--- src/rtl/fifo_uart_tx.sv ---
// 8N1 UART transmitter that pops words from a synchronous FIFO read port.
// Back-to-back frames are chained straight from the last stop cycle into the next start bit.
module fifo_uart_tx #(
  parameter int B            = 8,
  parameter int CLKS_PER_BIT = 16
) (
  input  logic         clk,
  input  logic         rst,
  input  logic         en,
  input  logic         empty,
  input  logic [B-1:0] r_data,
  output logic         rd,
  output logic         tx,
  output logic         busy
);

  // state | meaning
  // IDLE  | line high, waiting for en=1 and a non-empty FIFO
  // START | start bit (tx=0) for CLKS_PER_BIT cycles
  // DATA  | B data bits, LSB first, each CLKS_PER_BIT cycles
  // STOP  | stop bit (tx=1); last cycle may chain into the next frame
  typedef enum logic [1:0] {
    IDLE  = 2'd0,
    START = 2'd1,
    DATA  = 2'd2,
    STOP  = 2'd3
  } state_t;

  localparam int CW = (CLKS_PER_BIT > 1) ? $clog2(CLKS_PER_BIT) : 1;
  localparam int IW = (B > 1) ? $clog2(B) : 1;
  localparam logic [CW-1:0] CNT_LAST = CW'(CLKS_PER_BIT - 1);
  localparam logic [IW-1:0] IDX_LAST = IW'(B - 1);

  state_t         state, state_nx;
  logic [CW-1:0]  cnt, cnt_nx;
  logic [IW-1:0]  idx, idx_nx;
  logic [B-1:0]   sh, sh_nx, sh_shift;
  logic           tx_nx, rd_nx, load, cnt_last;

  always_ff @(posedge clk or negedge rst) begin
    if (!rst) begin
      state <= IDLE;
      cnt   <= '0;
      idx   <= '0;
      sh    <= '0;
      tx    <= 1'b1;
      rd    <= 1'b0;
    end else begin
      state <= state_nx;
      cnt   <= cnt_nx;
      idx   <= idx_nx;
      sh    <= sh_nx;
      tx    <= tx_nx;
      rd    <= rd_nx;
    end
  end

  always_comb begin
    state_nx = state;
    cnt_nx   = cnt;
    idx_nx   = idx;
    sh_nx    = sh;
    tx_nx    = tx;
    rd_nx    = 1'b0;
    load     = 1'b0;
    cnt_last = (cnt == CNT_LAST);
    sh_shift = sh >> 1;
    case (state)
      IDLE: begin
        tx_nx = 1'b1;
        load  = en & ~empty;
      end
      START: begin
        if (cnt_last) begin
          cnt_nx   = '0;
          idx_nx   = '0;
          tx_nx    = sh[0];
          state_nx = DATA;
        end else begin
          cnt_nx = cnt + CW'(1);
        end
      end
      DATA: begin
        if (cnt_last) begin
          cnt_nx = '0;
          if (idx == IDX_LAST) begin
            tx_nx    = 1'b1;
            state_nx = STOP;
          end else begin
            sh_nx  = sh_shift;
            tx_nx  = sh_shift[0];
            idx_nx = idx + IW'(1);
          end
        end else begin
          cnt_nx = cnt + CW'(1);
        end
      end
      STOP: begin
        if (cnt_last) begin
          cnt_nx   = '0;
          state_nx = IDLE;
          load     = en & ~empty;
        end else begin
          cnt_nx = cnt + CW'(1);
        end
      end
      default: state_nx = IDLE;
    endcase
    // Shared frame-start path from IDLE and from the final stop cycle.
    if (load) begin
      sh_nx    = r_data;
      rd_nx    = 1'b1;
      tx_nx    = 1'b0;
      cnt_nx   = '0;
      state_nx = START;
    end
  end

  assign busy = (state != IDLE);

endmodule

--- config.mk ---
export PLATFORM = sky130hd
export DESIGN_NAME = fifo_uart_tx
export DESIGN_NICKNAME = d
export VERILOG_FILES = /design/src/rtl/fifo_uart_tx.sv
export SDC_FILE = /design/constraint.sdc
export NUM_CORES = 1
export LEC_CHECK = 0
export ABC_CLOCK_PERIOD_IN_PS = 2500
export BUFFER_PORTS_ARGS = -buffer_cell sky130_fd_sc_hd__buf_2
export CORE_UTILIZATION = 45
export CTS_BUF_LIST = sky130_fd_sc_hd__clkbuf_4
export CTS_CLUSTER_SIZE = 40
export DETAILED_ROUTE_END_ITERATION = 8
export SLEW_MARGIN = 15
export SYNTH_ARGS = -nofsm -noshare
export SYNTH_HDL_FRONTEND = slang
export SYNTH_SLANG_ARGS = --single-unit
--- constraint.sdc ---
create_clock -name clk -period 2.5 [get_ports clk]
set_clock_uncertainty 0.05 [all_clocks]
set_input_delay 0.125 -clock clk [delete_from_list [all_inputs] [get_ports clk]]
set_output_delay 0.125 -clock clk [all_outputs]
set_load 0.01 [all_outputs]
# Word level (Yosys, flattened, before mapping)
# Cells that the tools add are included.
[word_totals]
in_bits = 12
regBits = 19
word_cells = 61
out_inout_bits = 3
[classes]
n_bitwise = 2
reduce_logical = 13
mux = 25
eq_ne = 13
add_sub_neg = 2
[ops]
columns = ["cell", "count"]
rows = [
  ["$mux W8", 4],
  ["$mux W4", 3],
  ["$ne A3 B3 Y1 const B", 4],
  ["$mux W2", 5],
  ["$reduce_bool A2 Y1", 5],
  ["$mux W3", 3],
  ["$ne A2 B2 Y1 const B", 4],
  ["$reduce_bool A4 Y1", 2],
  ["$mux W1", 6],
  ["$pmux W2 S3", 1],
  ["$pmux W3 S2", 1],
  ["$reduce_and A3 Y1", 2],
  ["$reduce_and A5 Y1", 1],
  ["$add A4 B1 Y4 const B", 1],
  ["$eq A2 B2 Y1 const B", 2],
  ["$eq A4 B4 Y1 const B", 1],
  ["$reduce_and A4 Y1", 1],
  ["$add A3 B1 Y3 const B", 1],
  ["$eq A3 B3 Y1 const B", 1],
  ["$pmux W1 S3", 1],
  ["$reduce_or A3 Y1", 1],
  ["$eq A2 B1 Y1 const B", 1],
  ["$logic_not A2 Y1", 1],
  ["$pmux W1 S2", 1],
  ["2 further kinds", 2],
]

# Depth between registers and ports, before layout
[logic_depth]
depth_word = 6
mapped_depth = 7
ltp_nobuf = 6

# Worst setup path before layout
# Ideal clock, no wire load.
[synth_path]
kind = "reg-to-reg"
start = "register state[0]"
end = "register sh[7]"
required_ns = 2.323
setup_ns = 0.127
stages_incl_launch_ff = 7
slack_ns = 0.534
period_less_slack_ns = 1.966
arrival_ns = 1.788
n_path_buf = 1
cell_sequence = "dfrtp_1 > inv_1 > ha_1 > or3b_4 > or3_4 > buf_6 > mux2i_1"
[synth_between]
elab_chain_cells = 4
word_cells_on_any_way = 9
cone_classes = "eq/ne (3); mux (2); reduce/logical (4)"
[synth_rtl]
columns = ["element", "line_no", "text"]
rows = [
  ["start, declared", "34", "state_t state, state_nx;"],
  ["start signal, assigned", "49", "state <= state_nx;"],
  ["$eq A2 B2 Y1 or $logic_not A2 Y1 (tied branches)", "68", "case (state)"],
  ["$pmux W1 S2", "68", ""],
  ["$ne A2 B2 Y1 (no line) or $reduce_bool A2 Y1 (tied branches)", "-", ""],
  ["$reduce_and A3 Y1 (no line)", "-", ""],
  ["end signal, assigned", "52", "sh <= sh_nx;"],
  ["end, declared", "37", "logic [B-1:0] sh, sh_nx, sh_shift;"],
]
# Several ways; a longest one is shown, not always the timed one.
# A chain may end at the register's enable or synchronous reset.

# Final worst setup path
# Same ends and word-level chain as after synthesis.

==> impl_metrics.env <==
export IMPL_vias=904
export IMPL_grt_pass1_wl_um=4270
export IMPL_yosysWarnings=0
export IMPL_relSlewSlack=0.625
export IMPL_ys_types=37
export IMPL_clk_pin_slew_ns=0.11
export IMPL_cts_inserted_buffers=3
export IMPL_dieArea_sq_um=2650
export IMPL_place_hpwl_um=1690
export IMPL_finalSetupViolCount=0
export IMPL_nNetsFinal=144
export IMPL_htree_levels=1
export IMPL_r2r_end="sh[7]$_DFFE_PN0P_"
export IMPL_start_util=0.488
export IMPL_areaGrowthSynthToFinish_pct=11.4
export IMPL_drt_iter0_drc=25
export IMPL_wl_um=2470
export IMPL_ctsLongestPathBuffers=2
export IMPL_ir_drop_mv=0.491
export IMPL_sequentialPowerShare=0.422
export IMPL_rsz0062_at_grt="false"
export IMPL_r2r_start="state[0]$_DFFE_PN0P_"
export IMPL_hold_path_class="input port to register"
export IMPL_drcViolationCount=0
export IMPL_synth_top_family_by_area="compound AO/OA/AOI/OAI gates"
export IMPL_insertion_delay_ns=0.30
export IMPL_synthXorXnorAreaFrac=0.00796
export IMPL_cts_tree="yes"
export IMPL_timing_hold_ws_ns=0.0626
export IMPL_ant_nets=0
export IMPL_grt_overflow=0
export IMPL_wire_per_inst_um=16.4
export IMPL_cap_violations=0
export IMPL_synth_fp_nets=129
export IMPL_ys_seq_area_frac=0.433
export IMPL_sw_frac_of_total=0.409
export IMPL_crit_fanout=13
export IMPL_fin_util=0.543
export IMPL_hold_start="r_data[1]"
export IMPL_critPathArrivalTime_ns=2.28
export IMPL_num_io_pins=15
export IMPL_synthMuxAreaShare=0.0193
export IMPL_die_w_um=51.4
export IMPL_leakage_nw=0.545
export IMPL_drive_above_1_share=0.203
export IMPL_synth_compound_area_frac=0.225
export IMPL_finalCritPeriodShare=0.855
export IMPL_intPower_mw=0.731
export IMPL_hold_viol=0
export IMPL_r2r_slack_ns=0.36
export IMPL_setup_tns_ns=0
export IMPL_numPortBuffers=14
export IMPL_status="complete, no violations"
export IMPL_synthesis_area_sq_um=1100
export IMPL_core_area_sq_um=2250
export IMPL_period_minus_slack_ns=2.14
export IMPL_fill_cells=227
export IMPL_rr_worst_depth=5
export IMPL_ys_ff_latch=19
export IMPL_cts_sinks=19
export IMPL_min_path_cells=3
export IMPL_slowest_stage="or3b_4"
export IMPL_p_clk_frac=0.128
export IMPL_synthAdderAreaFrac=0.0910
export IMPL_total_power_mw=1.24
export IMPL_power_frac_comb=0.450
export IMPL_p_per_area_nw_per_um2=1010
export IMPL_cp_num_buf_inv=1
export IMPL_required_ns=2.64
export IMPL_routabilityCongestion=0.804
export IMPL_cp_cell_sequence="inv_1, ha_1, or3b_4, or3_4, mux2i_1"
export IMPL_switching_power_mw=0.506
export IMPL_synthSimpleGateAreaFrac=0.174
export IMPL_stdcell_area_sq_um=1220
export IMPL_criticalPathCategory="register to register"
export IMPL_grt_max_degree=20
export IMPL_startpoint="state[0]$_DFFE_PN0P_"
export IMPL_critPathMaxStageDelay_ns=0.50
export IMPL_synth_cells=109
export IMPL_antenna_found_initial=0
export IMPL_fmax_mhz=468
export IMPL_worst_pin_slew_ns=0.560
export IMPL_hold_end="sh[1]$_DFFE_PN0P_"
export IMPL_fp_row_count=17
export IMPL_clockRootBuffer="clkbuf_4"
export IMPL_cp_top_family="simple AND/OR/NAND/NOR gates"
export IMPL_grtUsageTotal=0.222
export IMPL_syn_area_per_cell_sq_um=10.1
export IMPL_critPathLaunchType="register"
export IMPL_critPathCaptureType="register"
export IMPL_n_antenna_cell=0
export IMPL_slew_viol_final=0
export IMPL_die_height_um=51.4
export IMPL_grt_pass1_vias=915
export IMPL_vias_per_cell=5.99
export IMPL_post_cts_buffers=0
export IMPL_firstDrtPassIters=4
export IMPL_postPlaceCellArea_sq_um=1180
-- area by class of cell --
class                      instances  area (sq um)  area share
multi-input combinational         78           569       0.465
sequential                        19           477       0.389
timing repair buffer              17          97.6      0.0797
tap                               28          35.0      0.0286
clock buffer                       3          22.5      0.0184
inverter                           5          18.8      0.0153
clock inverter                     1          5.00     0.00409
-- cell usage after synthesis --
master / count / area, sq um
nand2_1: 1 / 3.75
or3_1: 1 / 6.26
ha_1: 8 / 100
clkbuf_1: 4 / 15.0
buf_2: 1 / 5.00
a31o_2: 1 / 8.76
nor2b_1: 1 / 6.26
nand3_1: 10 / 50.1
dfrtp_1: 18 / 450
nand2b_1: 1 / 6.26
and4_1: 1 / 8.76
and3_1: 1 / 6.26
o22a_1: 1 / 8.76
a31oi_1: 9 / 56.3
mux2i_1: 1 / 10.0
nor3b_1: 1 / 7.51
a32o_1: 1 / 10.0
inv_1: 5 / 18.8
mux2_2: 1 / 11.3
buf_1: 1 / 3.75
dfstp_2: 1 / 26.3
a21o_1: 1 / 7.51
o21ai_0: 11 / 55.1
nor3_1: 1 / 5.00
o2111ai_1: 1 / 8.76
or3_4: 1 / 11.3
a22o_1: 6 / 52.6
xnor2_1: 1 / 8.76
nor2_1: 4 / 15.0
o211a_1: 1 / 10.0
o31ai_1: 1 / 7.51
and4b_1: 1 / 10.0
or3b_4: 1 / 11.3
buf_6: 1 / 11.3
a31oi_2: 1 / 12.5
nor4_1: 7 / 43.8
o311a_1: 1 / 10.0
-- worst register-to-register path, cell delays in order (launching register included) --
cell     delay (ns)
dfrtp_1        0.44
inv_1          0.09
ha_1           0.34
or3b_4         0.50
or3_4          0.47
mux2i_1        0.14
-- sequential cells by signal, indices dropped and copies added, names as in the netlist --
register and flops:
tx 1, state 2, rd 1, sh 8, cnt 4, idx 3
-- per-stage QoR --
step	worst slack [ns]	instances
after detailed placement	0.390	145
final	0.363	151
after CTS	0.374	151
after global routing	0.247	151
after floorplan	0.534	109
after global placement	0.454	145
-- layer usage --
| metal | track usage | vias up | share of wire |
|---|---|---|---|
| met1 | 0.305 | 438 | 0.51 |
| met3 | 0.0387 | 2 | 0.027 |
| met5 | 0 | - | 0 |
| met2 | 0.355 | 16 | 0.46 |
| li1 | - | 448 | - |
| met4 | 0.0676 | 0 | 0.0073 |
-- timing repair --
action | 4_1_cts | 5_1_grt
endpoints found under the hold margin | 19 | 0
gates resized for setup | 0 | 0
hold buffers | 2 | 0
-- worst max path at each step --
| stage | to | slack (ns) | cells after the start |
|---|---|---|---|
| 6_report | sh[7]$_DFFE_PN0P_ | 0.36 | 5 |
| 2_1_floorplan | sh[7]$_DFFE_PN0P_ | 0.53 | 6 |
| 3_5_place_dp | sh[7]$_DFFE_PN0P_ | 0.39 | 5 |
| 3_3_place_gp | sh[7]$_DFFE_PN0P_ | 0.45 | 5 |
| 5_1_grt | state[1]$_DFFE_PN0P_ | 0.25 | 6 |
| 4_1_cts | sh[7]$_DFFE_PN0P_ | 0.37 | 5 |
-- power groups by stage --
stage	Clock (mW)	Sequential, mW	Combinational, mW
after floorplan	0	0.510	0.431
after global placement	0	0.522	0.541
after detailed placement	0	0.524	0.549
after CTS	0.165	0.519	0.554
after global routing	0.174	0.536	0.625
final	0.158	0.522	0.557
-- placed cells by master (no fill, tap or decap), types with 2 or more instances in the layout --
cell and instances:
dlygate4sd3_1 2, ha_1 8, o21ai_0 11, nor4_1 7, a31oi_1 9, nor2_1 4, clkbuf_4 3, buf_2 14
a22o_1 6, inv_1 5, dfrtp_1 18, nand3_1 10
-- kinds of logic (layout without fill, tap and decap cells) --
family / after synthesis / after routing
AO/OA/AOI/OAI: 35 / 35
AND/OR/NAND/NOR: 32 / 32
flip-flops: 19 / 19
buffers and inverters: 12 / 26
adder cells (fa/ha/maj): 8 / 8
multiplexers: 2 / 2
XOR/XNOR: 1 / 1
(Power assumes the default switching activity.)
